[src/rtl/hwpf_req_arbiter.sv]
// Arbitrates the single dcache request port between demand CPU requests and the
// next-line prefetch FIFO, throttling prefetches by a minimum gap and a credit limit.
module hwpf_req_arbiter #(
  parameter int unsigned MAX_OUTSTANDING = 4,
  parameter int unsigned MIN_GAP         = 2,
  parameter type         cpu_addr_t      = logic [31:0]
) (
  input  logic                                   clk_i,
  input  logic                                   rst_ni,
  input  logic                                   flush_i,
  input  logic                                   enable_i,
  input  logic                                   cpu_req_valid_i,
  input  cpu_addr_t                              cpu_req_i,
  output logic                                   cpu_req_ready_o,
  output logic                                   pf_read_o,
  input  logic                                   pf_valid_i,
  input  cpu_addr_t                              pf_req_i,
  input  logic                                   pf_resp_i,
  input  logic                                   dcache_ready_i,
  output logic                                   dcache_req_valid_o,
  output cpu_addr_t                              dcache_req_o,
  output logic                                   dcache_req_is_pf_o,
  output logic [$clog2(MAX_OUTSTANDING+1)-1:0]   pf_outstanding_o
);

  localparam int unsigned CntW = $clog2(MAX_OUTSTANDING + 1);
  localparam int unsigned GapW = (MIN_GAP > 0) ? $clog2(MIN_GAP + 1) : 1;

  localparam logic [CntW-1:0] MaxCred = CntW'(MAX_OUTSTANDING);
  localparam logic [CntW-1:0] CredOne = CntW'(1);
  localparam logic [GapW-1:0] GapLoad = GapW'(MIN_GAP);
  localparam logic [GapW-1:0] GapOne  = GapW'(1);

  typedef enum logic [1:0] {
    IDLE,
    FETCH,
    HOLD
  } state_e;

  state_e          state_q, state_d;
  cpu_addr_t       hold_q, hold_d;
  logic [GapW-1:0] gap_q, gap_d;
  logic [CntW-1:0] cred_q, cred_d;
  logic            grant;
  logic            can_read;

  always_comb begin
    can_read = (state_q == IDLE) & enable_i & ~flush_i & (gap_q == '0) & (cred_q < MaxCred);
    grant    = (state_q == HOLD) & ~cpu_req_valid_i & dcache_ready_i;

    state_d = state_q;
    hold_d  = hold_q;
    case (state_q)
      IDLE:  if (can_read) state_d = FETCH;
      FETCH: begin
        if (pf_valid_i && !flush_i) begin
          hold_d  = pf_req_i;
          state_d = HOLD;
        end else begin
          state_d = IDLE;
        end
      end
      // A grant coinciding with flush has already been accepted by the dcache,
      // so it still consumes a credit; flush alone just discards the hold.
      HOLD:    if (grant || flush_i) state_d = IDLE;
      default: state_d = IDLE;
    endcase

    gap_d = gap_q;
    if (grant) begin
      gap_d = GapLoad;
    end else if (gap_q != '0) begin
      gap_d = gap_q - GapOne;
    end

    cred_d = cred_q;
    case ({grant, pf_resp_i})
      2'b10:   cred_d = cred_q + CredOne;
      2'b01:   if (cred_q != '0) cred_d = cred_q - CredOne;
      default: cred_d = cred_q;
    endcase
  end

  always_ff @(posedge clk_i or negedge rst_ni) begin
    if (!rst_ni) begin
      state_q <= IDLE;
      hold_q  <= '0;
      gap_q   <= '0;
      cred_q  <= '0;
    end else begin
      state_q <= state_d;
      hold_q  <= hold_d;
      gap_q   <= gap_d;
      cred_q  <= cred_d;
    end
  end

  assign pf_read_o          = can_read;
  assign cpu_req_ready_o    = dcache_ready_i;
  assign dcache_req_valid_o = cpu_req_valid_i | (state_q == HOLD);
  assign dcache_req_o       = cpu_req_valid_i ? cpu_req_i : hold_q;
  assign dcache_req_is_pf_o = ~cpu_req_valid_i & (state_q == HOLD);
  assign pf_outstanding_o   = cred_q;

endmodule

[config.mk]
export PLATFORM = sky130hd
export DESIGN_NAME = hwpf_req_arbiter
export DESIGN_NICKNAME = d
export VERILOG_FILES = /design/src/rtl/hwpf_req_arbiter.sv
export SDC_FILE = /design/constraint.sdc
export NUM_CORES = 1
export LEC_CHECK = 0
export ABC_AREA = 1
export ABC_CLOCK_PERIOD_IN_PS = 3420
export BUFFER_PORTS_ARGS = -buffer_cell sky130_fd_sc_hd__buf_2
export CAP_MARGIN = 20
export CELL_PAD_IN_SITES_DETAIL_PLACEMENT = 1
export CELL_PAD_IN_SITES_GLOBAL_PLACEMENT = 1
export CORE_ASPECT_RATIO = 0.8
export CORE_MARGIN = 1
export CORE_UTILIZATION = 30
export CTS_BUF_LIST = sky130_fd_sc_hd__clkbuf_16
export DETAILED_ROUTE_END_ITERATION = 12
export PLACE_DENSITY = 0.82
export SLEW_MARGIN = 20
export SYNTH_ARGS = -nofsm -noshare
export SYNTH_HDL_FRONTEND = slang
export SYNTH_SLANG_ARGS = --single-unit
[constraint.sdc]
create_clock -name clk_i -period 3.42 [get_ports clk_i]
set_clock_uncertainty 0.1 [all_clocks]
set_input_delay 0.342 -clock clk_i [delete_from_list [all_inputs] [get_ports clk_i]]
set_output_delay 0.342 -clock clk_i [all_outputs]
set_load 0.05 [all_outputs]
==> results of run 1 <==
[cells in the final DEF (no fill, tap or decap)]
cell type / instances
o31ai_1: 1
nor3_2: 1
nand3_4: 1
inv_2: 1
mux2_2: 4
a21oi_1: 2
ha_1: 1
nor3_1: 3
mux2_4: 27
o21ai_0: 2
xor2_1: 1
clkbuf_16: 5
dfrtp_1: 39
buf_4: 2
nor2_1: 6
inv_1: 10
nor2_2: 1
clkinv_2: 1
nand2_1: 104
buf_2: 110
fa_1: 1
clkinv_1: 1
nand4_1: 2
nand3_1: 4
nand3b_1: 1
[report_power, final]
group	switching [uW]	total, uW	internal (uW)
clock network	162	423	262
logic	499	791	292
registers	85.8	686	600
total	746	1900	1150
[cell families after synthesis]
group           count (synthesis)  synth area share [%]
flops                          39                  46.3
simple gates                  123                  23.8
xor+xnor                        1                 0.415
buf+inv                        22                  5.34
compound gates                  5                  1.31
mux                            31                  21.4
fa+ha+maj                       2                  1.54
[final timing paths]
check	startpoint	endpoint	slack [ns]	cells past startpoint
max	gap_q[0]	pf_read_o	1.52	5
min	rst_ni	state_q[0]	0.09	1
max reg2reg	state_q[1]	hold_q[8]	1.61	3
min reg2reg	pf_outstanding_o[0]	pf_outstanding_o[0]	0.39	1
max in group asynchronous	rst_ni	hold_q[28]	2.58	1
min in group clk_i	flush_i	state_q[0]	0.19	2
[registers in the layout, summed over array words and instances, names as in the netlist]
signal / count
state_q: 2
hold_q: 32
gap_q: 2
pf_outstanding_o: 3
[worst max-delay path, delay by kind of cell (launching register included)]
family                     cells  cell delay, ns
adders and majority gates      1            0.21
DFF                            1            0.38
and+or+nand+nor                2            0.24
buffers and inverters          2            0.36
[per-layer routing]
| metal | vias to the layer above | global-route usage [%] |
|---|---|---|
| li1 | 918 | - |
| met1 | 861 | 19.0 |
| met2 | 70 | 27.1 |
| met3 | 4 | 4.66 |
| met4 | 0 | 2.39 |
| met5 | - | 0 |
[area by class of cell]
type | instances | share of cell area, %
Timing Repair Buffer | 112 | 19.9
Clock inverter | 2 | 0.308
Inverter | 11 | 1.45
Tap cell | 84 | 3.70
Clock buffer | 5 | 4.40
Sequential cell | 39 | 34.3
Multi-Input combinational cell | 162 | 35.9
[stage by stage]
step           utilization (%)  hold WS, ns  area, um2  setup slack (ns)
2_1_floorplan                -      -0.0536       2110              1.23
3_3_place_gp              41.2        0.374       2710              1.54
3_5_place_dp              41.2        0.382       2710              1.42
4_1_cts                   43.3        0.136       2840              1.48
5_1_grt                   43.3        0.171       2840              1.34
6_report                  43.3       0.0878       2840              1.52
==> metrics, run 1 <==
outcome=complete, no violations; CTS HTree Levels=2; clock tree from TritonCTS=done; Max Cap Viol=0; Final Hold Vio Count=0; Placement Rows=26; crit path cell chain=inv_1 -> ha_1 -> nand3_1 -> nor3_1 -> buf_2; share of cells above drive strength 1=46.2%; vias in the first global route=1958; most frequent cells after synthesis=nand2_1 (104), dfrtp_1 (39), mux2_4 (27); Leak Pwr=0.00173 uW; top layer in use=met4; wire per inst=13.0 um; grt total ovfl=0; Seq/Total Area, Yosys=46.3%; area of the multi-input gates=1020 um2; vias per cell=4.47; final number of max-transition violations=0; CP max stage delay=0.38 ns; area share of the largest cell type after synthesis=46.3%; number of DRC markers in iteration 0=41; Main synth FF type=dfrtp_1; root buffer cell=clkbuf_16; Final Wtd Congestion=0.806; port bufs=110; Least-Margin Pin Slew=0.878 ns; fin nets=405; die height=77 um; VDD IR max=0.351 mV; Initial DRT Pass Iterations=3; setup TNS=0 ns; Placed Instances=408; TritonCTS buffer count=5; most frequent cell after synthesis=nand2_1; Post-CTS Setup Bufs=0; DRC Markers=0; vias post-DR=1853; Storage cell area=976 um2; CP startpoint kind=register; DP HPWL=4040 um; Met1 Routed Length=2340 um; Initial Util=32.1%; endpoints failing setup=0; Post-synth EDFFs=0; # clock sinks=39; main area contributors after synthesis=dfrtp_1 (46%), mux2_4 (19%), nand2_1 (19%), mux2_2 (2.1%), inv_1 (1.8%); Worst slew margin=41.5%; Yosys top cell by area=dfrtp_1; GRT Total Usage=15.5%; Synth Register Bits=39; synth unique cells=23; Crit Path Class=reg -> out; maximum fanout along the worst path=3; Max Clk Rate=526 MHz; WL final=5410 um; Period Utilization, post-route=55.6%; post-cts sizing count=0; Worst-Skew Late Latency=0.27 ns; Clock transition at path regs=0.06 ns; Area growth syn-to-layout=34.8%; Data arrival, critical path=1.46 ns; Synth Area per Inst=9.46 um2; io pins=111; Cell Area, Synth=2110 um2; Hold-fix buffers, CTS=0; post-layout min period=1.90 ns; async set or reset register ratio after synthesis=100%; met2 WL=2640 um; fill count=801; first-pass GRT wire length=8860 um; DR WL met3=398 um; Routed Antenna Nets=0; clk buf depth=2; P per Cell Area=668 nW/um2; Critical Path Sink Type=output port; chip width=95.8 um; Pwr Total=1900 uW; DIE AREA=7370 um2; Crit-path slowest cell=dfrtp_1; Net Count, Synth=297; fin cells=415; core region area=6570 um2; largest net degree at the start of global routing=40; CP required=2.98 ns; YS warnings=0; initial antenna violation count=0; RSZ-0062 raised after global routing=no; cell count after synthesis=223; n_diodes=0; Hold WC Path Type=in -> async
(Power assumes the default switching activity.)
==> run 2, diff against run 1 <==
ABC_CLOCK_PERIOD_IN_PS = 1950   (was 3420)
clock period = 1.95 ns   (was 3.42 ns; I/O delays follow)
==> run 2 against run 1 <==
Against the previous run: routed wire length rose by 3.0%; sequential power rose by 75%; cell area rose by 1.7%; sequential share of layout area fell by 0.56 points; register-to-register slack got worse by 1.4 ns.
==> metrics, run 2 (synthesized netlist as in run 1, its figures left out) <==
n_diodes=0 (unchanged); Final Hold Vio Count=0 (unchanged); port bufs=110 (unchanged); io pins=111 (unchanged); r2r setup slk=0.18 ns (was 1.61 ns); Layout Utilization=44.0% (was 43.3%); Hold WC Path Type=in -> reg (was in -> async); number of DRC markers in iteration 0=38 (was 41); fin cells=421 (was 415); commonest non-fill, non-tap cell in the layout=buf_2 (unchanged); Area growth syn-to-layout=37.0% (was 34.8%); Data arrival, critical path=1.48 ns (was 1.46 ns); TritonCTS buffer count=5 (unchanged); fill count=820 (was 801); area of the multi-input gates=1030 um2 (was 1020 um2); Placement Rows=26 (unchanged); Period Utilization, post-route=91.0%; wire per inst=13.2 um (was 13.0 um); Worst-Skew Late Latency=0.27 ns (about the same); RSZ-0062 raised after global routing=no (unchanged); CTS HTree Levels=2 (unchanged); # clock sinks=39 (unchanged); P per Cell Area=1160 nW/um2 (was 668 nW/um2); Initial DRT Pass Iterations=4 (was 3); Worst slew margin=71.1% (was 41.5%); post-layout min period=1.77 ns; Placed Instances=412 (was 408); Storage cell area=976 um2 (unchanged); Initial Util=32.1% (unchanged); initial antenna violation count=0 (unchanged); WL final=5570 um (was 5410 um); worst hold slack=0.0517 ns (was 0.0878 ns); Leak Pwr=0.00175 uW (was 0.00173 uW); vias post-DR=1907 (was 1853); worst reg-to-reg path cell count=7 (was 3); vias per cell=4.53 (was 4.47); Pwr Total=3360 uW (was 1900 uW); worst reg2reg path startpoint=state_q[0] (was state_q[1]); Routed Antenna Nets=0 (unchanged); endpoints failing setup=0 (unchanged); core region area=6570 um2 (unchanged); Crit Reg-Reg Endpoint=pf_outstanding_o[2] (was hold_q[8]); fin nets=410 (was 405); DRC Markers=0 (unchanged); grt total ovfl=0 (unchanged); DP HPWL=4360 um (was 4040 um); CP startpoint kind=register (unchanged); CP required=1.65 ns (was 2.98 ns); Worst setup endpoint=pf_read_o (unchanged); share of cells above drive strength 1=46.6% (was 46.2%); maximum fanout along the worst path=3 (unchanged); max reg flops=32 (unchanged); most frequent cells in the layout=buf_2 (110), nand2_1 (104), dfrtp_1 (39) (unchanged); root buffer cell=clkbuf_16 (unchanged); final number of max-transition violations=0 (unchanged); setup TNS=0 ns (unchanged); Critical Path Sink Type=output port (unchanged); clk buf depth=2 (unchanged); Clock transition at path regs=0.06 ns (about the same); vias in the first global route=1958 (unchanged); Max Cap Viol=0 (unchanged); Largest Register=hold_q (unchanged); VDD IR max=0.538 mV (was 0.351 mV); Crit Path Class=reg -> out (unchanged); CP startpoint=gap_q[0] (unchanged); Least-Margin Pin Slew=0.434 ns (was 0.878 ns); outcome=complete, no violations (unchanged); DIE AREA=7370 um2 (unchanged); Final Wtd Congestion=0.749 (was 0.806); largest net degree at the start of global routing=33 (was 40); chip width=95.8 um (unchanged); Max Clk Rate=564 MHz; GRT Total Usage=16.1% (was 15.5%); first-pass GRT wire length=9310 um (was 8860 um); clock tree from TritonCTS=done (unchanged); die height=77 um (unchanged)
## run 2: changes by cell type in the layout (fill, tap and decap cells not counted), sizes merged
cell and delta:
inv +1, dlygate4sd3 +1, buf +4
## run 2: cell type report
class / count / share of cell area, %
clock buffers: 5 / 4.33
clock inverters: 3 / 0.390
inverters: 11 / 1.43
multi-input cells: 162 / 35.5
flip-flops and latches: 39 / 33.8
well taps: 84 / 3.64
repair buffers: 117 / 21.0
## run 2: routing by layer
metal	track usage [%]	vias to the layer above	share of wire, %
li1	-	931	-
met1	20.4	900	44
met2	27.9	74	49
met3	3.97	2	7.2
met4	2.24	0	0.25
met5	0	-	0
## run 2: power breakdown
group          total (uW)  leakage (uW)  internal [uW]  switching [uW]
combinational        1420       0.00118            521             896
sequential           1200      0.000509           1050             151
clock                 740     0.0000701            459             280
## run 2: what timing repair did
item	CTS	global route
hold buffers	1	0
resized for setup	0	0
hold endpoints to repair	19	0
setup buffers	0	0
## run 2: worst max-delay path, cell delays in order, from the launching register on
cell     delay [ns]
dfrtp_1        0.37
inv_1          0.08
ha_1           0.22
nand3_1        0.13
nor3_2         0.12
buf_2          0.28
## run 2: per-stage QoR
stage	area, um2	setup WS [ns]
2_1_floorplan	2110	0.201
6_report	2890	0.176
5_1_grt	2890	0.0501
4_1_cts	2890	0.151
3_3_place_gp	2740	0.351
3_5_place_dp	2740	0.200
## run 2: how the worst min path moves through the flow
stage | end | depth (start not counted) | slack [ns] | startpoint
2_1_floorplan | gap_q[0] | 0 | -0.20 | rst_ni
3_3_place_gp | hold_q[13] | 1 | 0.05 | rst_ni
3_5_place_dp | hold_q[13] | 1 | 0.06 | rst_ni
4_1_cts | hold_q[19] | 2 | 0.04 | pf_req_i[19]
5_1_grt | hold_q[19] | 2 | 0.05 | pf_req_i[19]
6_report | hold_q[19] | 2 | 0.05 | pf_req_i[19]
==> run 3, diff against run 2 <==
ABC_CLOCK_PERIOD_IN_PS = 2029   (was 1950)
clock period = 2.03 ns   (was 1.95 ns; I/O delays follow)
==> run 3 against run 2 <==
Against the previous run: sequential cell count unchanged; count of clock-buffer cells in the layout unchanged; routed wire length shrank 2.3%; via count shrank 1.1%; combinational power fell by 5%; die area unchanged; sequential share of layout area is 0.073 points higher; sequential power fell by 3%; hold slack better by 0.0054 ns; power is 3.9% lower; setup slack improved by 0.11 ns; critical path type unchanged; critical endpoint unchanged; largest cell class unchanged; largest power group unchanged; highest routed layer is now met3.
==> metrics, run 3 (synthesized netlist as in run 1, its figures left out) <==
outcome=complete, no violations (unchanged); vias per cell=4.49 (was 4.53); Worst-Skew Late Latency=0.27 ns (about the same); Max Clk Rate=573 MHz; fill count=819 (was 820); Placed Instances=411 (was 412); TritonCTS buffer count=5 (unchanged); most frequent cells in the layout=buf_2 (110), nand2_1 (104), dfrtp_1 (39) (unchanged); CTS HTree Levels=2 (unchanged); clk buf depth=2 (unchanged); commonest non-fill, non-tap cell in the layout=buf_2 (unchanged); # clock sinks=39 (unchanged); Area after DPL=2740 um2 (about the same); WL final=5450 um (was 5570 um); chip width=95.8 um (unchanged); Area growth syn-to-layout=36.7% (was 37.0%); Clock transition at path regs=0.06 ns (about the same); DP HPWL=4210 um (was 4360 um); setup TNS=0 ns (unchanged); P per Cell Area=1120 nW/um2 (was 1160 nW/um2); RSZ-0062 raised after global routing=no (unchanged); vias in the first global route=1965 (was 1958); Final Wtd Congestion=0.770 (was 0.749); CP required=1.73 ns (was 1.65 ns); Layout Utilization=43.9% (was 44.0%); root buffer cell=clkbuf_16 (unchanged); initial antenna violation count=0 (unchanged); n_diodes=0 (unchanged); worst hold start=pf_req_i[21] (was pf_req_i[19]); Post-CTS Setup Bufs=0 (unchanged); WHS Endpoint=hold_q[21] (was hold_q[19]); core region area=6570 um2 (unchanged); Period Utilization, post-route=86.0%; number of DRC markers in iteration 0=30 (was 38); Data arrival, critical path=1.44 ns (was 1.48 ns); worst reg2reg path startpoint=state_q[0] (unchanged); Largest Register=hold_q (unchanged); clock tree from TritonCTS=done (unchanged); fin cells=420 (was 421); DIE AREA=7370 um2 (unchanged); grt total ovfl=0 (unchanged); Placement Rows=26 (unchanged); Max Cap Viol=0 (unchanged); wire per inst=13.0 um (was 13.2 um); GRT Total Usage=15.6% (was 16.1%); max reg flops=32 (unchanged); Routed Antenna Nets=0 (unchanged); CP startpoint kind=register (unchanged); final number of max-transition violations=0 (unchanged); endpoints failing setup=0 (unchanged); post-layout min period=1.75 ns; Critical Path Sink Type=output port (unchanged); maximum fanout along the worst path=3 (unchanged); post-cts sizing count=0 (unchanged); Crit Path Class=reg -> out (unchanged); worst reg-to-reg path cell count=7 (unchanged); Least-Margin Pin Slew=0.885 ns (was 0.434 ns); hold depth=2 (unchanged); Initial DRT Pass Iterations=4 (unchanged); Worst slew margin=41.0% (was 71.1%); port bufs=110 (unchanged); first-pass GRT wire length=8970 um (was 9310 um); Leak Pwr=0.00176 uW (was 0.00175 uW); share of cells above drive strength 1=46.7% (was 46.6%); Initial Util=32.1% (unchanged); CP startpoint=gap_q[0] (unchanged); r2r setup slk=0.29 ns (was 0.18 ns); Crit Reg-Reg Endpoint=pf_outstanding_o[2] (unchanged); die height=77 um (unchanged); vias post-DR=1886 (was 1907); Final Hold Vio Count=0 (unchanged); VDD IR max=0.632 mV (was 0.538 mV); fin nets=409 (was 410); Hold WC Path Type=in -> reg (unchanged); DRC Markers=0 (unchanged); post-layout instance area=2880 um2 (was 2890 um2); io pins=111 (unchanged); largest net degree at the start of global routing=40 (was 33)
[run 3: changes by cell type in the layout (fill, tap and decap cells not counted)]
cell	change
buf_4	-1
clkinv_1	-2
clkinv_2	+1
inv_1	+1
[run 3: area by class of cell]
type / instances / area [um2] / area share [%]
well taps: 84 / 105 / 3.64
clock buffers: 5 / 125 / 4.34
multi-input cells: 162 / 1030 / 35.6
inverters: 11 / 41.3 / 1.43
clock inverters: 3 / 12.5 / 0.434
flip-flops and latches: 39 / 976 / 33.8
repair buffers: 116 / 598 / 20.7
[run 3: metrics by stage]
step,setup slack [ns],total power (uW),hold slack [ns]
6_report,0.284,3230,0.0571
5_1_grt,0.158,3450,0.0528
4_1_cts,0.264,3270,0.0510
3_5_place_dp,0.290,2530,0.277
3_3_place_gp,0.414,2460,0.264
2_1_floorplan,0.270,2170,-0.193
[run 3: routing by layer]
layer	share of wire, %	GRT usage [%]
met2	49	27.4
met5	0	0
met4	0	2.24
met3	7.0	4.17
met1	44	19.2
[run 3: how the worst max path moves through the flow]
| stage | end | slack [ns] | cells after the start |
|---|---|---|---|
| 6_report | pf_read_o | 0.28 | 5 |
| 5_1_grt | pf_outstanding_o[2] | 0.16 | 8 |
| 4_1_cts | pf_read_o | 0.26 | 5 |
| 3_5_place_dp | pf_outstanding_o[2] | 0.29 | 7 |
| 3_3_place_gp | pf_outstanding_o[2] | 0.41 | 7 |
| 2_1_floorplan | dcache_req_o[22] | 0.27 | 2 |
[run 3: worst max-delay path: stages (launching register included)]
cell	delay, ns
dfrtp_1	0.38
inv_1	0.08
ha_1	0.20
nand3_1	0.13
nor3_2	0.11
buf_2	0.28
[run 3: what timing repair did]
item / CTS / global route
endpoints found under the hold margin: 29 / 0
endpoints found under the setup margin: 0 / 0
hold buffers: 1 / 0
[run 3: power by group]
group | total (uW) | switching (uW) | leakage (uW) | internal [uW]
clock network | 726 | 283 | 0.0000762 | 443
logic | 1350 | 849 | 0.00117 | 497
registers | 1160 | 147 | 0.000509 | 1010
total | 3230 | 1280 | 0.00176 | 1950
